==> src/rtl/uart_tx_param.sv <==
// Parametrised UART transmitter: DATA_BITS data bits (LSB first), optional odd/even
// parity, 1..2 stop bits, one-deep holding register for gapless back-to-back frames.
module uart_tx_param #(
    parameter int DATA_BITS = 8,
    parameter int PARITY    = 0,
    parameter int STOP_BITS = 1
) (
    input  logic                 clk_,
    input  logic                 rst_n,
    input  logic                 clken,
    input  logic [DATA_BITS-1:0] datain,
    input  logic                 wr_en,
    output logic                 tx_ready,
    output logic                 tx,
    output logic                 tx_state,
    output logic                 frame_done
);

    if (DATA_BITS < 5 || DATA_BITS > 9 || PARITY < 0 || PARITY > 2 ||
        STOP_BITS < 1 || STOP_BITS > 2) begin : g_param_check
        $error("uart_tx_param: illegal DATA_BITS/PARITY/STOP_BITS");
    end

    typedef enum logic [1:0] {
        S_IDLE,
        S_DATA,
        S_PARITY,
        S_STOP
    } state_e;

    localparam logic [3:0] LAST_BIT = 4'(DATA_BITS - 1);
    localparam logic [3:0] STOP_END = 4'(STOP_BITS);

    state_e                 state_q, state_d;
    logic [DATA_BITS-1:0]   hold_q, hold_d;
    logic                   hold_valid_q, hold_valid_d;
    logic [DATA_BITS-1:0]   shreg_q, shreg_d;
    logic                   par_q, par_d;
    logic [3:0]             bitpos_q, bitpos_d;
    logic                   tx_q, tx_d;
    logic                   tx_state_q, tx_state_d;
    logic                   load;

    assign tx_ready = ~hold_valid_q;
    assign tx       = tx_q;
    assign tx_state = tx_state_q;

    always_comb begin
        state_d      = state_q;
        hold_d       = hold_q;
        hold_valid_d = hold_valid_q;
        shreg_d      = shreg_q;
        par_d        = par_q;
        bitpos_d     = bitpos_q;
        tx_d         = tx_q;
        tx_state_d   = tx_state_q;
        frame_done   = 1'b0;
        load         = 1'b0;

        if (wr_en && tx_ready) begin
            hold_d       = datain;
            hold_valid_d = 1'b1;
        end

        if (clken) begin
            case (state_q)
                S_IDLE: begin
                    if (hold_valid_q) load = 1'b1;
                end
                S_DATA: begin
                    tx_d     = shreg_q[0];
                    shreg_d  = shreg_q >> 1;
                    bitpos_d = bitpos_q + 4'd1;
                    if (bitpos_q == LAST_BIT) begin
                        bitpos_d = 4'd0;
                        state_d  = (PARITY != 0) ? S_PARITY : S_STOP;
                    end
                end
                S_PARITY: begin
                    tx_d    = par_q;
                    state_d = S_STOP;
                end
                S_STOP: begin
                    // bitpos counts stop bits already on the line; reaching
                    // STOP_END means this tick closes the frame.
                    if (bitpos_q == STOP_END) begin
                        frame_done = 1'b1;
                        if (hold_valid_q) begin
                            load = 1'b1;
                        end else begin
                            state_d    = S_IDLE;
                            tx_state_d = 1'b1;
                            bitpos_d   = 4'd0;
                        end
                    end else begin
                        tx_d     = 1'b1;
                        bitpos_d = bitpos_q + 4'd1;
                    end
                end
                default: state_d = S_IDLE;
            endcase
        end

        // Start bit and load are shared by IDLE and the STOP end tick.
        if (load) begin
            tx_d         = 1'b0;
            shreg_d      = hold_q;
            par_d        = (PARITY == 1) ? ~(^hold_q) : (^hold_q);
            hold_valid_d = 1'b0;
            bitpos_d     = 4'd0;
            tx_state_d   = 1'b0;
            state_d      = S_DATA;
        end
    end

    always_ff @(posedge clk_ or negedge rst_n) begin
        if (!rst_n) begin
            state_q      <= S_IDLE;
            hold_q       <= '0;
            hold_valid_q <= 1'b0;
            shreg_q      <= '0;
            par_q        <= 1'b0;
            bitpos_q     <= 4'd0;
            tx_q         <= 1'b1;
            tx_state_q   <= 1'b1;
        end else begin
            state_q      <= state_d;
            hold_q       <= hold_d;
            hold_valid_q <= hold_valid_d;
            shreg_q      <= shreg_d;
            par_q        <= par_d;
            bitpos_q     <= bitpos_d;
            tx_q         <= tx_d;
            tx_state_q   <= tx_state_d;
        end
    end

endmodule

==> config.mk <==
export PLATFORM = sky130hd
export DESIGN_NAME = uart_tx_param
export DESIGN_NICKNAME = d
export VERILOG_FILES = /design/src/rtl/uart_tx_param.sv
export SDC_FILE = /design/constraint.sdc
export NUM_CORES = 1
export LEC_CHECK = 0
export ABC_AREA = 1
export BUFFER_PORTS_ARGS = -buffer_cell sky130_fd_sc_hd__buf_4
export CORE_MARGIN = 2
export CORE_UTILIZATION = 52
export DETAILED_ROUTE_END_ITERATION = 8
export PLACE_DENSITY = 0.75
export SKIP_LAST_GASP = 1
export SYNTH_ARGS = -nofsm -noshare
export SYNTH_HDL_FRONTEND = slang
export SYNTH_SLANG_ARGS = --single-unit
==> constraint.sdc <==
create_clock -name clk_ -period 1.65 [get_ports clk_]
set_input_delay 0.0825 -clock clk_ [delete_from_list [all_inputs] [get_ports clk_]]
set_output_delay 0.0825 -clock clk_ [all_outputs]
set_load 0.005 [all_outputs]
## Word-level counts from Yosys, hierarchy flattened

Index checks and enable logic that the tools add are counted.

| storage, ports and cells | value |
|---|---|
| input port bits | 12 |
| word-level logic and storage cells | 69 |
| register bits | 26 |
| output and inout bits | 4 |

| operators by class | value |
|---|---|
| $add $sub $neg | 1 |
| equal/unequal tests | 11 |
| muxes and demuxes | 33 |
| reduce and logical (&&, ||, !) cells | 15 |
| bitwise operators | 1 |

Operator list:

| operator | number |
|---|---|
| 8-bit two-way mux | 3 |
| 4-bit two-way mux | 5 |
| 1-bit two-way mux | 16 |
| 3-bit != test (second input constant) | 4 |
| 2-bit two-way mux | 5 |
| 2-bit nonzero test | 5 |
| 4-bit case mux with 2 select lines | 1 |
| 8-bit parity | 1 |
| 2-bit case mux with 3 select lines | 1 |
| 3-bit AND reduction | 2 |
| 5-bit AND reduction | 1 |
| 4-bit by 1-bit adder with 4-bit output (second input constant) | 1 |
| 2-bit equality test (second input constant) | 2 |
| 4-bit by 1-bit equality test with 1-bit output (second input constant) | 1 |
| 4-bit by 3-bit equality test with 1-bit output (second input constant) | 1 |
| 4-bit != test (second input constant) | 1 |
| 4-bit AND reduction | 1 |
| 4-bit nonzero test | 1 |
| 1-bit case mux with 3 select lines | 1 |
| 3-bit nonzero test | 1 |
| 2-bit by 1-bit equality test with 1-bit output (second input constant) | 1 |
| 2-bit zero test | 1 |
| 2-bit by 1-bit != test with 1-bit output (second input constant) | 1 |
| 1-bit case mux with 2 select lines | 1 |
| 3 further kinds | 3 |

## Depth between registers and ports, before layout

Gate-level depths: netlist (run 1).

| logic depth | value |
|---|---|
| depth in word-level cells | 6 |
| depth in mapped cells | 10 |
| gate-level depth less buffers | 10 |

## Worst setup path before layout (run 1)

Ideal clock, no wire load.

| path | value |
|---|---|
| kind | flip-flop to flip-flop |
| start point | register state_q[0] |
| end point | register shreg_q[2] |
| slack | 34 ps |
| cell stages (with the launch flop) | 8 |
| buffers on the path | 1 |
| data required time | 1,524 ps |
| data arrival time | 1,490 ps |
| setup time | 126 ps |
| cells stage by stage | dfrtp_1 > inv_1 > ha_1 > nor3_4 > nand2_4 > a21oi_4 > buf_6 > o21ai_0 |

| between the ends | value |
|---|---|
| word-level cells in the longest chain between the ends | 5 |

RTL lines:

| item | line | RTL |
|---|---|---|
| start, declared | 34 | `state_e state_q, state_d;` |
| start signal, assigned | 127 | `state_q <= state_d;` |
| 2-bit equality test or 2-bit zero test (tied branches) | 66 | `case (state_q)` |
| 1-bit case mux with 2 select lines | 66 |  |
| 1-bit two-way mux | 65 | `if (clken) begin` |
| 2-bit nonzero test (no source line) | n/a |  |
| 2-bit AND reduction (no source line) | n/a |  |
| end signal, assigned | 130 | `shreg_q <= shreg_d;` |
| end, declared | 37 | `logic [DATA_BITS-1:0] shreg_q, shreg_d;` |

Several ways; a longest one is shown, not always the timed one.
A chain may end at the register's enable or synchronous reset.

## Worst setup path after layout (run 1)

| path | value |
|---|---|
| start point | register state_q[0] |
| end point | register state_q[1] |

| between the ends | value |
|---|---|
| word-level cells in the longest chain between the ends | 5 |

RTL lines:

| item | line |
|---|---|
| 2-bit equality test or 2-bit zero test (tied branches) | 66 |
| 1-bit case mux with 2 select lines | 66 |
| 1-bit two-way mux | 65 |
| 3-bit != test (no source line) (tied with other cells) | n/a |
| 5-bit AND reduction (no source line) | n/a |

Several ways; a longest one is shown, not always the timed one. The select of a mux whose other input is x is not followed.

==> results of run 1 <==
## routing by layer
layer / vias up / routed length (um) / GRT usage, %
met3: 4 / 118 / 2.009
met4: 0 / 27 / 5.316
met1: 571 / 1257 / 23.01
met5: - / 0 / 0
met2: 37 / 1439 / 32.79
li1: 636 / - / -
## through the flow
stage	setup slack [ns]	cells	total power, mW	util [%]	hold WS (ns)
after floorplan	0.03375	180	2.434	-	-0.2131
after global placement	0.02670	231	2.838	61.84	0.004140
after CTS	0.01494	241	3.230	65.65	0.0005455
after global routing	-0.08394	245	3.705	68.06	0.01308
after detailed placement	-0.02894	231	2.908	61.84	0.009450
final	0.006657	245	3.393	68.06	0.008668
## worst max-delay path: stages, from the launching register on
cell and delay, ns:
dfrtp_1 0.42, inv_2 0.09, ha_4 0.21, nor3_4 0.20, buf_4 0.15, nand2_4 0.07
inv_1 0.18, nor2_1 0.09, nand3_1 0.09, nand2_1 0.06
## kinds of logic after synthesis
kind of cell               Yosys count  synth area share [%]
AOI/OAI and AO/OA                   26                 10.54
xor gates and xnor gates            10                 5.810
adders and majority gates            6                 4.979
buffers and inverters               29                 8.465
DFF                                 26                 43.32
muxes                                3                 2.241
and+or+nand+nor                     80                 24.65
## what timing repair did
item,CTS,global route
endpoints found under the setup margin,11,15
resized for setup,1,14
hold buffers,7,0
pin swaps,1,3
buffers inserted,0,3
cloned,0,1
endpoints found under the hold margin,32,0
## state kept, by name (all words and copies together), names as in the netlist
name / cells
hold_q: 8
shreg_q: 8
bitpos_q: 4
state_q: 2
hold_valid_q: 1
par_q: 1
tx: 1
tx_state: 1
## final timing paths
path / to / slack (ns) / cells after the start
hold / removal: hold_q[2] / 0.009 / 3
hold reg to reg: tx / 0.48 / 2
setup reg to reg: state_q[1] / 0.007 / 9
min in group asynchronous: bitpos_q[2] / 0.19 / 2
max in group asynchronous: tx / 1.16 / 2
setup / recovery: state_q[1] / 0.007 / 9
## final cells by class
cell class / count / area, sq um / area share (%)
Clock buffer: 3 / 22.52 / 1.200
Inverter: 25 / 93.84 / 5.000
Multi-Input combinational cell: 126 / 772.0 / 41.13
Sequential cell: 26 / 653.1 / 34.80
Tap cell: 31 / 38.79 / 2.067
Timing Repair Buffer: 34 / 296.5 / 15.80
## power by group through the flow
stage,Clock [mW],Sequential [mW],Combinational (mW)
3_3_place_gp,0,1.11,1.73
6_report,0.264,1.11,2.02
3_5_place_dp,0,1.12,1.78
2_1_floorplan,0,1.10,1.34
5_1_grt,0.291,1.16,2.26
4_1_cts,0.274,1.11,1.85
## Yosys cell counts, drive strengths merged (2+ instances only)
library cell and number:
xnor2 7, buf 3, nor2 14, dfrtp 24, nand2 48, mux2 3
dfstp 2, o21ai 18, inv 25, xor2 3, a21oi 6, ha 6
nand3 15
==> run metrics, run 1 <==
status finished, final reports clean; Hold Vio Cnt, Final 0; pin count of the biggest net entering global routing 27; I/O Pins 16; Clock Latency Late Sink 0.31 ns; sequential power share 32.8%; Synth Flop Type dfrtp_1; # diodes 0; Peak VDD IR 1.476 mV; final setup TNS 0 ns; switching share of total power 42.53%; top-area cell type share of the netlist area about two fifths; post-route clock period utilization 99.60%; share of layout cells above drive strength 1 24.77%; commonest non-fill, non-tap cell in the layout nand2_1; asr flop ratio synth 100.0%; design area ~0.0019 sq mm; total gr overflow 0; Clock transition at path regs approximately 0.13 ns; Critical Path AT roughly 1.9 ns; sequential fraction of the synthesis area 43.32%; Antenna Nets Post-Route 0; CTS max path bufs 2; vias per cell 5.094; final worst clock skew 0.004813 ns; initial antenna violation count 0; synthesized cell area 0.001508 sq mm; commonest non-fill, non-tap cells in the layout nand2_1 (45), dfrtp_1 (24), buf_4 (23); DP HPWL 2030 um; Site Rows 19; die width 57.85 um; RD Place Congestion 0.7795; Required @ worst endpoint 1.87 ns; switching power 1.443 mW; DRT Pass-1 Iters 4; critical path startpoint category flip-flop; die area 0.003346 sq mm; combinational share of power 59.4%; CTS buffer count 3; Yosys cell types 27; clock share of power 7.8%; synthesized flop and latch total 26; EDFF count, synth 0; Hold/Removal Path Class primary input to flip-flop; Fillers 226; fmax slightly above 600 MHz; Final Max Slew Viols 0; number of global-route vias before repair 1158; global-route wire length before repair 4795 um; DRC 0; worst hold start datain[2]; 1st-iter DRT viols 30; final setup fails 0; Rel. slew slack 71.60%; Synth area leader dfrtp_1; CTS tree yes; RSZ-0062 raised after global routing yes; routed wire length 2842 um; H-tree levels 1; Worst Setup SP state_q[0]; reg2reg start state_q[0]; cells after synthesis 180; post-placement cell area 0.001705 sq mm; Area Growth Syn to Fin 24.48%; Core Area about 0.0028 sq mm; Syn Nets slightly below 200; final net count around 230; chip height 57.85 um; kind of critical path flip-flop to flip-flop; routed len/inst 11.60 um; clock tree sinks 26; Pwr Density 1808 mW/mm^2; Syn Area/Cell approximately 8.4 sq um; Internal 1.950 mW; Initial Util 54.67%; Worst setup EP type flip-flop; Max Cap Violations 0; Leakage 0.9345 nW; total number of vias 1248; top cells by area, synth dfrtp_1 (40%), nand2_1 (11%), inv_1 (6.0%), ha_1 (5.0%), o21ai_0 (5.0%); synth warn 0; Worst-Margin Slew 0.4250 ns; clock root buffer clkbuf_4; aggregate global-route resource usage 18.22%; post-layout min period 1.643 ns; # port buffers 15; Max FO, Critical Path 6
Power figures use the tool's default switching activity.
==> run 2, diff against run 1 <==
--- a/config.mk
+++ b/config.mk
@@ -7,10 +7,11 @@
 export LEC_CHECK = 0
 export ABC_AREA = 1
 export BUFFER_PORTS_ARGS = -buffer_cell sky130_fd_sc_hd__buf_4
-export CORE_MARGIN = 2
+export CORE_MARGIN = 5
 export CORE_UTILIZATION = 52
 export DETAILED_ROUTE_END_ITERATION = 8
 export PLACE_DENSITY = 0.75
+export RECOVER_POWER = 50
 export SKIP_LAST_GASP = 1
 export SYNTH_ARGS = -nofsm -noshare
 export SYNTH_HDL_FRONTEND = slang
==> run metrics, run 2 (same netlist as run 1, synthesis figures left out) <==
Site Rows 19 (unchanged); commonest non-fill, non-tap cells in the layout nand2_1 (44), dfrtp_1 (24), buf_4 (23) (was nand2_1 (45), dfrtp_1 (24), buf_4 (23)); critical path startpoint category flip-flop (unchanged); CTS buffer count 3 (unchanged); fmax 598.2 MHz (was 608.5 MHz); Rel. slew slack 58.42% (was 71.60%); pin count of the biggest net entering global routing 27 (unchanged); Max Cap Violations 0 (unchanged); # diodes 0 (unchanged); RSZ-0062 raised after global routing yes (unchanged); post-layout min period 1.672 ns (was 1.643 ns); Area Growth Syn to Fin 25.89% (was 24.48%); met1 Resource Use GR 17.41% (was 23.01%); worst setup margin -0.02171 ns (was 0.006657 ns); reg2reg start state_q[0] (unchanged); Clock transition at path regs 0.13 ns (about the same); met2 usage 25.38% (was 32.79%); Worst-Margin Slew 0.6237 ns (was 0.4250 ns); CTS tree yes (unchanged); chip height 63.85 um (was 57.85 um); DRC 0 (unchanged); number of global-route vias before repair 1200 (was 1158); I/O Pins 16 (unchanged); dpl cells 231 (unchanged); vias per cell 5.016 (was 5.094); Layout Cells excl Fill 246 (was 245); routed wire length 2855 um (was 2842 um); die width 63.85 um (was 57.85 um); routed len/inst 11.61 um (was 11.60 um); worst reg2reg path depth 8 (was 9); clock tree sinks 26 (unchanged); Worst setup EP type flip-flop (unchanged); DP HPWL 2075 um (was 2030 um); CP cell instances inv_2, ha_4, nor3_4, nand2_4, a21oi_4, clkbuf_16, nand2_1, o21ai_0 (was inv_2, ha_4, nor3_4, buf_4, nand2_4, inv_1, nor2_1, nand3_1, nand2_1); RD Place Congestion 0.8614 (was 0.7795); Leakage 0.9525 nW (was 0.9345 nW); failing checks negative setup slack; CP max stage delay 0.41 ns (was 0.42 ns); Tot Pwr 3.392 mW (was 3.393 mW); Hold Vio Cnt, Final 0 (unchanged); CP top delay family simple AND/OR/NAND/NOR gates (unchanged); 1st-iter DRT viols 49 (was 30); final setup fails 6 (was 0); share of layout cells above drive strength 1 25.58% (was 24.77%); final worst clock skew 0.008501 ns (was 0.004813 ns); total number of vias 1234 (was 1248); Antenna Nets Post-Route 0 (unchanged); commonest non-fill, non-tap cell in the layout nand2_1 (unchanged); Worst R2R Setup Slack -0.02 ns (was 0.007 ns); Hold/Removal Path Class primary input to flip-flop (unchanged); Buf+Inv Stages, Crit Path 2 (was 3); Pwr Density 1787 mW/mm^2 (was 1808 mW/mm^2); FF+latch area 653.1 sq um (unchanged); GRT met3 Usage 3.327% (was 2.009%); Setup WS pre-CTS -0.03933 ns (was -0.02894 ns); Final Max Slew Viols 0 (unchanged); clock root buffer clkbuf_4 (unchanged); final setup TNS -0.08661 ns (was 0 ns); initial antenna violation count 0 (unchanged); final net count 235 (was 234); DRT Pass-1 Iters 4 (unchanged); Initial Util 54.67% (unchanged); status complete, but fails checks (was finished, final reports clean); Crit Reg-Reg Endpoint shreg_q[6] (was state_q[1]); die area 0.004076 sq mm (was 0.003346 sq mm); post-route clock period utilization 101.3% (was 99.60%); Fillers 222 (was 226); Critical Path AT 1.92 ns (was 1.86 ns); Max FO, Critical Path 7 (was 6); slowest CP cell dfrtp_1 (unchanged); Required @ worst endpoint 1.90 ns (was 1.87 ns); Top Registers hold_q x8, shreg_q x8, bitpos_q x4 (unchanged); H-tree levels 1 (unchanged); aggregate global-route resource usage 14.92% (was 18.22%); CTS max path bufs 2 (unchanged); global-route wire length before repair 4919 um (was 4795 um); Worst Setup SP state_q[0] (unchanged); GRT busiest layer met2 (unchanged); # port buffers 15 (unchanged); Core Area 0.002758 sq mm (unchanged); critical path capture point shreg_q[6] (was state_q[1]); Worst path depth 8 (was 9); kind of critical path flip-flop to flip-flop (unchanged); Peak VDD IR 1.378 mV (was 1.476 mV); area of the multi-input gates 767.0 sq um (was 772.0 sq um); total gr overflow 0 (unchanged); Clock Latency Late Sink 0.31 ns (about the same)
-- run 2: metal layers --
metal,wire [um],part of all wire [%]
met5,0,0
met4,74,2.6
met3,119,4.2
met2,1394,49
met1,1266,44
-- run 2: stage by stage --
step / util [%] / hold slack [ns] / instance area [sq um]
after floorplan: - / -0.2131 / 1508
after global placement: 62.30 / 0.006121 / 1718
after detailed placement: 62.30 / 0.01239 / 1718
after CTS: 65.88 / 0.008866 / 1817
after global routing: 68.83 / 0.004715 / 1898
final: 68.83 / 0.02308 / 1898
-- run 2: how the worst min path moves through the flow --
stage	start	to	cells past startpoint
after global routing	datain[5]	hold_q[5]	3
final	datain[3]	hold_q[3]	3
after floorplan	rst_n	bitpos_q[0]	0
after CTS	datain[4]	hold_q[4]	3
after global placement	rst_n	bitpos_q[2]	1
after detailed placement	rst_n	bitpos_q[2]	1
-- run 2: repair_timing --
action,in CTS,in global routing
setup buffers,1,1
pin swaps,2,2
hold buffers,5,3
gates resized for setup,2,11
endpoints found under the setup margin,13,17
cloned,1,1
endpoints found under the hold margin,30,3
-- run 2: area by class of cell --
type	instances	area share (%)
well taps	31	2.044
repair buffers	35	17.01
flip-flops and latches	26	34.41
clock buffers	3	1.187
inverters	25	4.944
multi-input cells	126	40.41
-- run 2: power breakdown --
group	switching, mW	internal (mW)
clock	0.174	0.0854
sequential	0.197	0.916
combinational	1.05	0.971
total	1.42	1.97
-- run 2: worst register-to-register path, cell delays in order (launching register included) --
cell and delay, ns:
dfrtp_1 0.41, inv_2 0.09, ha_4 0.21, nor3_4 0.27, nand2_4 0.13, a21oi_4 0.21, clkbuf_16 0.18, nand2_1 0.05
o21ai_0 0.06
==> run 3, diff against run 2 <==
--- a/config.mk
+++ b/config.mk
@@ -7,10 +7,12 @@
 export LEC_CHECK = 0
 export ABC_AREA = 1
 export BUFFER_PORTS_ARGS = -buffer_cell sky130_fd_sc_hd__buf_4
+export CELL_PAD_IN_SITES_DETAIL_PLACEMENT = 1
+export CELL_PAD_IN_SITES_GLOBAL_PLACEMENT = 1
 export CORE_MARGIN = 5
-export CORE_UTILIZATION = 52
+export CORE_UTILIZATION = 39
 export DETAILED_ROUTE_END_ITERATION = 8
-export PLACE_DENSITY = 0.75
+export PLACE_DENSITY_LB_ADDON = 0.1
 export RECOVER_POWER = 50
 export SKIP_LAST_GASP = 1
 export SYNTH_ARGS = -nofsm -noshare
==> run metrics, run 3 (same netlist as run 1, synthesis figures left out) <==
Core Area 0.003716 sq mm (was 0.002758 sq mm); CTS buffer count 3 (unchanged); Setup WS pre-CTS -0.1156 ns (was -0.03933 ns); worst setup margin -0.01674 ns (was -0.02171 ns); I/O Pins 16 (unchanged); post-route clock period utilization 101.0% (was 101.3%); final worst clock skew 0.004506 ns (was 0.008501 ns); total gr overflow 0 (unchanged); routed len/inst 13.26 um (was 11.61 um); sequential power share 29.9% (was 32.8%); H-tree levels 1 (unchanged); CTS max path bufs 2 (unchanged); Site Rows 22 (was 19); RD Place Congestion 0.7816 (was 0.8614); routed wire length 3394 um (was 2855 um); die width 72.18 um (was 63.85 um); clock tree sinks 26 (unchanged); initial antenna violation count 0 (unchanged); Max FO, Critical Path 15 (was 7); combinational share of power 55.9% (was 59.6%); switching share of total power 41.52% (was 41.85%); Leakage 0.9219 nW (was 0.9525 nW); Worst-Margin Slew 0.6670 ns (was 0.6237 ns); Top Registers hold_q x8, shreg_q x8, bitpos_q x4 (unchanged); commonest non-fill, non-tap cells in the layout nand2_1 (43), dfrtp_1 (24), inv_1 (21), buf_4 (21) (was nand2_1 (44), dfrtp_1 (24), buf_4 (23)); Worst setup EP type flip-flop (unchanged); DRC 0 (unchanged); worst hold start datain[7] (was datain[3]); aggregate global-route resource usage 14.36% (was 14.92%); Area Growth Syn to Fin 27.72% (was 25.89%); total number of vias 1253 (was 1234); DP HPWL 2546 um (was 2075 um); critical path startpoint category flip-flop (unchanged); kind of critical path flip-flop to flip-flop (unchanged); Initial Util 40.57% (was 54.67%); Pwr Density 1947 mW/mm^2 (was 1787 mW/mm^2); Clock transition at path regs 0.09 ns (was 0.13 ns); RSZ-0062 raised after global routing yes (unchanged); pin count of the biggest net entering global routing 27 (unchanged); status complete, but fails checks (unchanged); number of global-route vias before repair 1346 (was 1200); die area 0.005209 sq mm (was 0.004076 sq mm); chip height 72.18 um (was 63.85 um); reg2reg start state_q[0] (unchanged); # diodes 0 (unchanged); Max Cap Violations 0 (unchanged); clock root buffer clkbuf_8 (was clkbuf_4); Antenna Nets Post-Route 0 (unchanged); fmax 600.0 MHz (was 598.2 MHz); post-layout min period 1.667 ns (was 1.672 ns); failing checks negative setup slack (unchanged); vias per cell 4.895 (was 5.016); Internal 2.193 mW (was 1.973 mW); Worst Setup SP state_q[0] (unchanged); Clock Latency Late Sink 0.27 ns (was 0.31 ns); switching power 1.557 mW (was 1.420 mW); Required @ worst endpoint 1.84 ns (was 1.90 ns); CTS tree yes (unchanged); global-route wire length before repair 5885 um (was 4919 um); Critical Path AT 1.86 ns (was 1.92 ns); Hold Vio Cnt, Final 0 (unchanged); share of layout cells above drive strength 1 29.33% (was 25.58%); Peak VDD IR 0.6557 mV (was 1.378 mV); final setup fails 5 (was 6); commonest non-fill, non-tap cell in the layout nand2_1 (unchanged); final net count 227 (was 235); Rel. slew slack 55.53% (was 58.42%); Tot Pwr 3.750 mW (was 3.392 mW); # port buffers 15 (unchanged); Final Max Slew Viols 0 (unchanged); DRT Pass-1 Iters 3 (was 4); Fillers 457 (was 222); 1st-iter DRT viols 64 (was 49); Hold/Removal Path Class primary input to flip-flop (unchanged); clock share of power 14.2% (was 7.6%)
[run 3: cell types whose count changed in the layout (fill, tap and decap cells not counted), sizes merged]
cell         previous run  this run
dlygate4sd3             8         1
buf                    25        26
bufinv                  0         1
clkbuf                  5         4
clkinvlp                0         1
inv                    25        24
nand2                  49        48
[run 3: per-stage QoR]
stage | hold slack [ns] | util (%) | area, sq um | TNS (ns) | cells
3_5_place_dp | 0.01417 | 46.46 | 1727 | -0.7444 | 248
2_1_floorplan | -0.2131 | - | 1508 | 0 | 180
5_1_grt | 0.01932 | 51.82 | 1926 | -1.389 | 256
3_3_place_gp | 0.01248 | 46.46 | 1727 | 0 | 248
4_1_cts | 0.02516 | 49.33 | 1833 | 0 | 253
6_report | 0.03214 | 51.82 | 1926 | -0.03885 | 256
[run 3: layer usage]
metal	part of all wire (%)	vias up	GRT usage, %
li1	-	620	-
met1	43	610	15.46
met2	52	18	27.50
met3	4.2	5	3.186
met4	1.3	0	4.384
met5	0	-	0
[run 3: layout make-up]
| class | instances | area, sq um | share of cell area [%] |
|---|---|---|---|
| inverters | 25 | 97.59 | 5.068 |
| multi-input cells | 125 | 805.8 | 41.85 |
| repair buffers | 28 | 237.7 | 12.35 |
| well taps | 48 | 60.06 | 3.119 |
| flip-flops and latches | 26 | 653.1 | 33.92 |
| clock inverters | 1 | 30.03 | 1.559 |
| clock buffers | 3 | 41.29 | 2.144 |
[run 3: what timing repair did]
action                     4_1_cts  5_1_grt
resized for setup                6       21
gates cloned                     0        0
setup endpoints to repair       14       16
buffers inserted                 0        3
pin swaps                        2        7
hold endpoints to repair        24        0
hold buffers                     1        0
[run 3: worst paths after layout]
kind / end / slack, ns / depth (start not counted)
min in group asynchronous: state_q[0] / 0.36 / 2
hold reg to reg: tx_state / 0.47 / 2
setup reg to reg: shreg_q[4] / -0.02 / 8
setup / recovery: shreg_q[4] / -0.02 / 8
max in group asynchronous: hold_valid_q / 0.86 / 2
hold / removal: hold_q[7] / 0.03 / 2
[run 3: worst max-delay path, cell delays in order, from the launching register on]
cell and delay, ns:
dfrtp_1 0.41, inv_2 0.08, ha_4 0.21, nor3_4 0.29, nand2_8 0.13, a21oi_4 0.17
buf_12 0.15, nand2_1 0.05, o21ai_0 0.08
[run 3: power by group through the flow]
stage | Sequential (mW) | Combinational [mW] | Clock [mW]
after CTS | 1.12 | 1.95 | 0.551
after global routing | 1.16 | 2.38 | 0.576
after detailed placement | 1.13 | 1.86 | 0
after global placement | 1.11 | 1.78 | 0
final | 1.12 | 2.10 | 0.533
after floorplan | 1.10 | 1.34 | 0
